--- src/rtl/approx_mult_pkg.sv ---
// rtl/approx_mult_pkg.sv - shared constants and reference product for the approximate multiplier
package approx_mult_pkg;

  localparam int ADDER_RIPPLE = 0;
  localparam int ADDER_CLA    = 1;
  localparam int CNT_W        = 32;
  localparam int MAX_W        = 32;

  localparam logic [2*MAX_W-1:0] REF_ONE = 1;

  // Bit-level reference: keep terms at or above column k, fold the rest into bit k-1.
  function automatic logic [2*MAX_W-1:0] approx_product(input logic [MAX_W-1:0] a,
                                                        input logic [MAX_W-1:0] b,
                                                        input int k,
                                                        input logic approx);
    logic [2*MAX_W-1:0] acc;
    logic               dropped;
    acc     = '0;
    dropped = 1'b0;
    for (int i = 0; i < MAX_W; i++) begin
      for (int j = 0; j < MAX_W; j++) begin
        if (a[i] && b[j]) begin
          if (!approx || (i + j) >= k) acc = acc + (REF_ONE << (i + j));
          else dropped = 1'b1;
        end
      end
    end
    if (approx && dropped) acc[k-1] = 1'b1;
    return acc;
  endfunction

endpackage

--- src/rtl/approx_pp_array.sv ---
// rtl/approx_pp_array.sv - partial-product array with column truncation, compensation and final adder
module approx_pp_array
  import approx_mult_pkg::*;
#(
  parameter int WIDTH      = 16,
  parameter int TRUNC_COLS = 8,
  parameter int ADDER_SEL  = ADDER_RIPPLE
) (
  input  logic [WIDTH-1:0]   a,
  input  logic [WIDTH-1:0]   b,
  input  logic               approx,
  output logic [2*WIDTH-1:0] p
);

  localparam int            PW       = 2 * WIDTH;
  localparam logic [PW-1:0] ONE      = 1;
  localparam logic [PW-1:0] LOW_MASK = (ONE << TRUNC_COLS) - ONE;
  localparam logic [PW-1:0] COMP_BIT = ONE << (TRUNC_COLS - 1);

  logic [PW-1:0] row_sum;
  logic [PW-1:0] last_row;
  logic [PW-1:0] sum;
  logic          comp;

  // All rows but the last are accumulated here; the last row goes through the selected final adder.
  always_comb begin
    logic [PW-1:0] row;
    logic [PW-1:0] kept_mask;
    row       = '0;
    kept_mask = approx ? ~LOW_MASK : '1;
    row_sum   = '0;
    last_row  = '0;
    comp      = 1'b0;
    for (int i = 0; i < WIDTH; i++) begin
      row  = a[i] ? (PW'(b) << i) : '0;
      comp = comp | (approx & (|(row & LOW_MASK)));
      if (i == WIDTH - 1) last_row = row & kept_mask;
      else                row_sum  = row_sum + (row & kept_mask);
    end
  end

  generate
    if (ADDER_SEL == ADDER_CLA) begin : g_cla
      // 4-bit lookahead groups; group carries ripple between groups.
      always_comb begin
        logic [PW-1:0] g;
        logic [PW-1:0] pr;
        logic [PW-1:0] c;
        logic          cl;
        logic          pp;
        g  = row_sum & last_row;
        pr = row_sum ^ last_row;
        c  = '0;
        cl = 1'b0;
        pp = 1'b1;
        for (int blk = 0; blk < PW; blk += 4) begin
          for (int k = 0; k < 4; k++) begin
            if (blk + k + 1 < PW) begin
              cl = 1'b0;
              pp = 1'b1;
              for (int m = k; m >= 0; m--) begin
                cl = cl | (g[blk+m] & pp);
                pp = pp & pr[blk+m];
              end
              c[blk+k+1] = cl | (pp & c[blk]);
            end
          end
        end
        sum = pr ^ c;
      end
    end else begin : g_ripple
      always_comb begin
        logic c;
        c   = 1'b0;
        sum = '0;
        for (int i = 0; i < PW; i++) begin
          sum[i] = row_sum[i] ^ last_row[i] ^ c;
          c      = (row_sum[i] & last_row[i]) | ((row_sum[i] ^ last_row[i]) & c);
        end
      end
    end
  endgenerate

  assign p = sum | (comp ? COMP_BIT : '0);

endmodule

--- src/rtl/approx_mult_pipe.sv ---
// rtl/approx_mult_pipe.sv - two-stage valid/ready approximate multiplier with operand isolation
module approx_mult_pipe
  import approx_mult_pkg::*;
#(
  parameter int WIDTH      = 16,
  parameter int TRUNC_COLS = 8,
  parameter int ADDER_SEL  = ADDER_RIPPLE
) (
  input  logic               clk,
  input  logic               rst_n,
  input  logic               in_valid,
  output logic               in_ready,
  input  logic [WIDTH-1:0]   A,
  input  logic [WIDTH-1:0]   B,
  input  logic               approx_en,
  output logic               out_valid,
  input  logic               out_ready,
  output logic [2*WIDTH-1:0] Z,
  output logic               zero_skip,
  input  logic               stat_clr,
  output logic [CNT_W-1:0]   gated_cycles
);

  logic               s1_valid;
  logic               s1_approx;
  logic               s1_zero;
  logic [WIDTH-1:0]   s1_a;
  logic [WIDTH-1:0]   s1_b;
  logic [2*WIDTH-1:0] prod;
  logic [CNT_W-1:0]   gated_cnt;
  logic               s1_en;
  logic               s2_en;
  logic               s1_load;
  logic               s2_load;
  logic               in_zero;

  assign s2_en        = !out_valid || out_ready;
  assign s1_en        = !s1_valid || s2_en;
  assign in_ready     = s1_en;
  assign s1_load      = in_valid && s1_en;
  assign s2_load      = s1_valid && s2_en;
  assign in_zero      = (A == '0) || (B == '0);
  assign gated_cycles = gated_cnt;

  always_ff @(posedge clk or negedge rst_n) begin
    if (!rst_n) s1_valid <= 1'b0;
    else if (s1_en) s1_valid <= in_valid;
  end

  // Zero operands are isolated so the array inputs stay quiet for skipped beats.
  always_ff @(posedge clk or negedge rst_n) begin
    if (!rst_n) begin
      s1_a      <= '0;
      s1_b      <= '0;
      s1_approx <= 1'b0;
      s1_zero   <= 1'b0;
    end else if (s1_load) begin
      s1_a      <= in_zero ? '0 : A;
      s1_b      <= in_zero ? '0 : B;
      s1_approx <= approx_en;
      s1_zero   <= in_zero;
    end
  end

  approx_pp_array #(
    .WIDTH      (WIDTH),
    .TRUNC_COLS (TRUNC_COLS),
    .ADDER_SEL  (ADDER_SEL)
  ) u_array (
    .a      (s1_a),
    .b      (s1_b),
    .approx (s1_approx),
    .p      (prod)
  );

  always_ff @(posedge clk or negedge rst_n) begin
    if (!rst_n) out_valid <= 1'b0;
    else if (s2_en) out_valid <= s1_valid;
  end

  always_ff @(posedge clk or negedge rst_n) begin
    if (!rst_n) begin
      Z         <= '0;
      zero_skip <= 1'b0;
    end else if (s2_load) begin
      Z         <= s1_zero ? '0 : prod;
      zero_skip <= s1_zero;
    end
  end

  always_ff @(posedge clk or negedge rst_n) begin
    if (!rst_n) gated_cnt <= '0;
    else if (stat_clr) gated_cnt <= '0;
    else if (!s2_load && gated_cnt != '1) gated_cnt <= gated_cnt + CNT_W'(1);
  end

endmodule

--- config.mk ---
export PLATFORM = sky130hd
export DESIGN_NAME = approx_mult_pipe
export DESIGN_NICKNAME = d
export VERILOG_FILES = /design/src/rtl/approx_mult_pkg.sv /design/src/rtl/approx_pp_array.sv /design/src/rtl/approx_mult_pipe.sv
export SDC_FILE = /design/constraint.sdc
export NUM_CORES = 1
export LEC_CHECK = 0
export CAP_MARGIN = 30
export CORE_ASPECT_RATIO = 0.7
export CORE_MARGIN = 2
export CORE_UTILIZATION = 31
export CTS_BUF_LIST = sky130_fd_sc_hd__clkbuf_16
export DETAILED_ROUTE_END_ITERATION = 10
export DONT_BUFFER_PORTS = 1
export SETUP_SLACK_MARGIN = 0.15
export SYNTH_ARGS = -nofsm -noshare
export SYNTH_HDL_FRONTEND = slang
export SYNTH_SLANG_ARGS = --single-unit
--- constraint.sdc ---
create_clock -name clk -period 30.5 [get_ports clk]
set_input_delay 6.1 -clock clk [delete_from_list [all_inputs] [get_ports clk]]
set_output_delay 6.1 -clock clk [all_outputs]
set_load 0.01 [all_outputs]
Word-level counts from Yosys, hierarchy flattened
Cells that the tools add are included.

Register bits after elaboration: 101. Bits in latches: 0. RAM bits: 0. Bits in read-only memories: 0. Output and inout bits: 67. Logic and storage cells: 278. Memories: 0.

$add $sub $neg: 15. Multiply operators: 0. Divide/modulo/power cells: 0. Order comparisons: 0. Eq/ne operators: 1. Shifts and indexed selects: 0. Mux-type cells: 23. Bitwise operators: 202. Reduce and logical (&&, ||, !) cells: 28.

Operators with widths (number): bitwise AND 32 bit (16); adder 32 bit (14); OR reduction 8 bit (16); two-way mux 32 bit (3); bitwise AND 1 bit (77); XOR 1 bit (63); two-way mux 16 bit (3); OR 1 bit (45); adder 32 x 1 -> 32 bit (second input constant) (1); logical NOT 16 bit (2); inequality test 32 bit (second input constant) (1); OR 32 x 8 -> 32 bit (1); two-way mux 31 bit (1); two-way mux 30 bit (1); two-way mux 29 bit (1); two-way mux 28 bit (1); two-way mux 27 bit (1); two-way mux 26 bit (1); two-way mux 25 bit (1); two-way mux 24 bit (1); two-way mux 23 bit (1); two-way mux 22 bit (1); two-way mux 21 bit (1); two-way mux 20 bit (1); other kinds (8) (15).

Depth between registers and ports, before layout
Depth after elaboration: 80. Mapped depth: 40. Gate-level depth less buffers: 39.

Cells and area by module
From an unflattened synthesis, not the netlist that was laid out.

Cell total of the unflattened synthesis: 1406. Area, all modules: 13077.5 um2.

Modules (own cells, without submodules): approx_pp_array (instances 1, cells an instance 972, area each 8610.8 um2); approx_mult_pipe (instances 1, cells an instance 434, area each 4466.8 um2).

Least setup slack after synthesis
Ideal clock, no wire load.

Kind: input -> output. Start point: in out_ready. End point: out in_ready. Data arrival time: 6346 ps. Data required time: 24400 ps. Path slack: 18054 ps. Stages on the path: 2. Cell sequence: nor2b_1 -> nand2_1.

Longest elaborated chain between the ends: 2.

Ends and longest elaborated chain: from (decl) (RTL line approx_mult_pipe.sv:17) `input logic out_ready,`; logical OR 1 bit (RTL line approx_mult_pipe.sv:37) `assign s2_en = !out_valid || out_ready;`; logical OR 1 bit (RTL line approx_mult_pipe.sv:38) `assign s1_en = !s1_valid || s2_en;`; to (decl) (RTL line approx_mult_pipe.sv:12) `output logic in_ready,`.

Every way passes these cells.

Final worst setup path
Start point: reg s1_b[2]. End point: reg Z[31].

Longest elaborated chain between the ends: 78. Elaborated cells on any way between the ends: 166. Classes of those cells: add/sub (14); mux (17); bitwise (135).

Ends and longest elaborated chain: from (decl) (RTL line approx_mult_pipe.sv:28) `logic [WIDTH-1:0] s1_b;`; from (signal assigned) (RTL line approx_mult_pipe.sv:59) `s1_b <= in_zero ? '0 : B;`; two-way mux 16 bit (RTL line approx_pp_array.sv:35) `row = a[i] ? (PW'(b) << i) : '0;`; bitwise AND 32 bit (RTL line approx_pp_array.sv:38) `else row_sum = row_sum + (row & kept_mask);`; adder 32 bit (14 in a row) (RTL line approx_pp_array.sv:38); XOR 1 bit (RTL line approx_pp_array.sv:78) `c = (row_sum[i] & last_row[i]) | ((row_sum[i] ^ last_row[i]) & c);`; bitwise AND 1 bit (RTL line approx_pp_array.sv:78); OR 1 bit (RTL line approx_pp_array.sv:78); bitwise AND 1 bit (RTL line approx_pp_array.sv:78); OR 1 bit (RTL line approx_pp_array.sv:78); [... 49 more ...]; OR 1 bit (RTL line approx_pp_array.sv:78); bitwise AND 1 bit (RTL line approx_pp_array.sv:78); OR 1 bit (RTL line approx_pp_array.sv:78); bitwise AND 1 bit (RTL line approx_pp_array.sv:78); OR 1 bit (RTL line approx_pp_array.sv:78); XOR 1 bit (*) (RTL line approx_pp_array.sv:77) `sum[i] = row_sum[i] ^ last_row[i] ^ c;`; OR 32 x 8 -> 32 bit (*) (RTL line approx_pp_array.sv:84) `assign p = sum | (comp ? COMP_BIT : '0);`; two-way mux 32 bit (*) (RTL line approx_mult_pipe.sv:86) `Z <= s1_zero ? '0 : prod;`; to (signal assigned) (RTL line approx_mult_pipe.sv:86); to (decl) (RTL line approx_mult_pipe.sv:18) `output logic [2*WIDTH-1:0] Z,`.

Mark *: on every way between the ends. The rest lies on a longest branch, timed or not. A chain may end at the register's enable or synchronous reset.

==> results.py <==
metrics = {
    "detailed_routing": {
        "drt_first_pass_iters": 5,
        "detail_route.wl_per_cell_um": 18.3,
        "detail_route.drc_violations": 0,
        "routed-via-count": 9080,
        "detailedRoute.firstIterationViolations": 738,
        "drt_wl_total_um": 33200,
        "route.detailed.vias_per_inst": 5.01,
        "route.antenna.remaining_nets": 0,
    },
    "critical_path": {
        "setup.worst_path.class": "reg -> reg",
        "critPathRequiredTime_ns": 30.76,
        "dominant_cell_type_by_count_on_the_critical_path": "fa_1",
        "timing.rr.end": "Z[31]",
        "crit_path_max_fanout": 17,
        "worst_r2r_startpoint": "s1_b[2]",
        "worst_r2r_path_depth": 39,
        "slowest_stage": "dfrtp_1",
        "cp-start-kind": "register",
        "setup.worst_path.end_class": "register",
        "worst_ep_arrival_time_ns": 12.98,
        "worstSetupStartpoint": "s1_b[2]",
        "setup.reg_to_reg.worst_slack_ns": 17.78,
        "setup.worst_path.end": "Z[31]",
        "critical-path-max-stage-delay_ns": 0.69,
    },
    "synth": {
        "synth-seq-area-share": 0.201,
        "dominantRegCellSynth": "dfrtp_1",
        "synth.ff_latch_count": 101,
        "post_synth_most_frequent_cells": "nand2_1, fa_1, inv_1",
        "post_synth_instance_area_sq_mm": 0.0126,
        "synth_area_leaders": "fa_1, dfrtp_1, ha_1",
        "syn-instance-count": 1329,
        "netlist.top_cell.by_area": "fa_1",
        "warning_count_from_the_yosys_run": 0,
        "synth_enable_flop_cells": 0,
        "share_of_yosys_cell_area_claimed_by_the_top_area_cell_type": 0.318,
        "synth.avg_cell_area_sq_um": 9.46,
        "synth_fp_nets": 1663,
        "synthMostInstantiatedCell": "nand2_1",
        "asyncSetResetFlopFracSynth": 1.00,
        "synth.distinct_cells": 55,
    },
    "clock_network": {
        "cts_sink_cnt": 101,
        "path_clk_slew_ns": 0.08,
        "cts_hold_buffers": 0,
        "htree_num_levels": 3,
        "tritoncts_clock_tree": "done",
        "clk-insertion-delay-late_ns": 0.38,
        "cts_root_buffer": "clkbuf_16",
        "cts_buf_count": 9,
        "postCtsResizedCells": 0,
        "post-cts-setup-buffer-count": 0,
        "cts_max_path_buffers": 2,
    },
    "sta": {
        "setup_violations": 0,
        "finalHoldViolCount": 0,
        "slew-limit-headroom": 0.356,
        "clock.fmax_mhz": 78.6,
        "final.setup_skew_ns": 0.0165,
        "period_share": 0.417,
        "max_slew_violation_total_from_the_final_report": 0,
        "period_needed_ns": 12.72,
        "worstMarginPinSlew_ns": 0.958,
        "rsz0062_at_grt": "no",
        "setup-tns-final_ns": 0,
    },
    "global_route": {
        "antenna_found_initial": 0,
        "number_of_global_route_vias_before_repair": 9406,
        "grt_pass1_wl_um": 54000,
        "grt_max_degree": 102,
        "grt_use_total": 0.164,
        "grt_overflow": 0,
    },
    "placement": {
        "dp_hpwl_um": 26200,
        "portBuffers": 0,
        "gp_routability_congestion": 0.877,
    },
    "layout": {
        "final_layout_size_suffix_gt1_frac": 0.0180,
        "area_growth_pct": 5.68,
        "design.final.nets": 1607,
        "num-fill-cells": 4161,
    },
    "die": {
        "die_width_um": 245,
        "dieHeight_um": 173,
        "start_util": 0.316,
        "num_rows": 61,
        "core_area_sq_mm": 0.0398,
        "die_area_sq_mm": 0.0422,
        "num_io_pins": 105,
    },
    "outcome": {
        "outcome": "complete, no violations",
    },
    "hold_path": {
        "min-delay-path-class": "reg -> reg",
        "worst_hold_path.num_cells": 2,
    },
    "job": {
        "maxCapViolations": 0,
    },
}
## metrics by stage
step / std cells / setup WS, ns / hold slack, ns / util / area [sq um]
floorplan: 1329 / 18.05 / 0.485 / - / 12600
global placement: 1797 / 17.93 / 0.532 / 0.326 / 13000
detailed placement: 1797 / 17.74 / 0.544 / 0.326 / 13000
CTS: 1813 / 17.71 / 0.564 / 0.333 / 13300
global route: 1813 / 17.09 / 0.600 / 0.333 / 13300
finish: 1814 / 17.78 / 0.554 / 0.334 / 13300
## state kept, by name (all words and copies together) (netlist names)
name,count
Z,32
s1_b,16
s1_a,16
s1_zero,1
zero_skip,1
gated_cycles,32
out_valid,1
s1_valid,1
s1_approx,1
## area by class of cell
type	instances	area (sq um)	share of cell area
multi-input combinational	987	9140	0.687
sequential	101	2530	0.190
tap	535	669	0.0504
inverter	171	642	0.0483
clock buffer	9	225	0.0169
clock inverter	7	65.1	0.00490
timing repair buffer	3	22.5	0.00169
antenna	1	2.50	0.000188
## worst max-delay path, delay by kind of cell (launching register included)
| kind | cells | cell delay (ns) |
|---|---|---|
| AOI/OAI and AO/OA | 4 | 1.08 |
| xor gates and xnor gates | 3 | 0.38 |
| adders and majority gates | 24 | 9.42 |
| buffers and inverters | 5 | 0.26 |
| DFF | 1 | 0.69 |
| and+or+nand+nor | 3 | 0.78 |
## cell families after synthesis
| logic type | synth area share |
|---|---|
| DFF | 0.201 |
| muxes | 0.00169 |
| AOI/OAI and AO/OA | 0.0848 |
| buffers and inverters | 0.0727 |
| xor gates and xnor gates | 0.0341 |
| adders and majority gates | 0.414 |
| and+or+nand+nor | 0.192 |
## layer usage
| metal | vias to the layer above | track usage | share of wire |
|---|---|---|---|
| li1 | 4132 | - | - |
| met1 | 4656 | 0.243 | 0.48 |
| met2 | 271 | 0.247 | 0.44 |
| met3 | 21 | 0.0320 | 0.065 |
| met4 | 0 | 0.0346 | 0.014 |
| met5 | - | 0 | 0 |
## worst min-delay path by stage
stage,startpoint,to
detailed placement,Z[27],Z[27]
CTS,Z[4],Z[4]
global placement,Z[3],Z[3]
floorplan,s1_valid,out_valid
global route,Z[30],Z[30]
finish,Z[4],Z[4]
## cell usage in the layout (no fill, tap or decap), types with 7 or more instances in the layout
cell         n
a21o_1       9
a21oi_1     21
a22o_1      36
and2_1     117
and4_1       7
clkbuf_16    9
dfrtp_1    101
fa_1       200
ha_1        96
inv_1      171
nand2_1    216
nand3_1     17
nand4_1     25
nor2_1      47
nor2b_1     10
nor3_1      14
nor4_1      11
o21ai_0     39
o31ai_1      8
xnor2_1     22
xor2_1      27
Power is not shown: default switching activity piles up to over one toggle a cycle in this logic, so the estimate is an artifact.
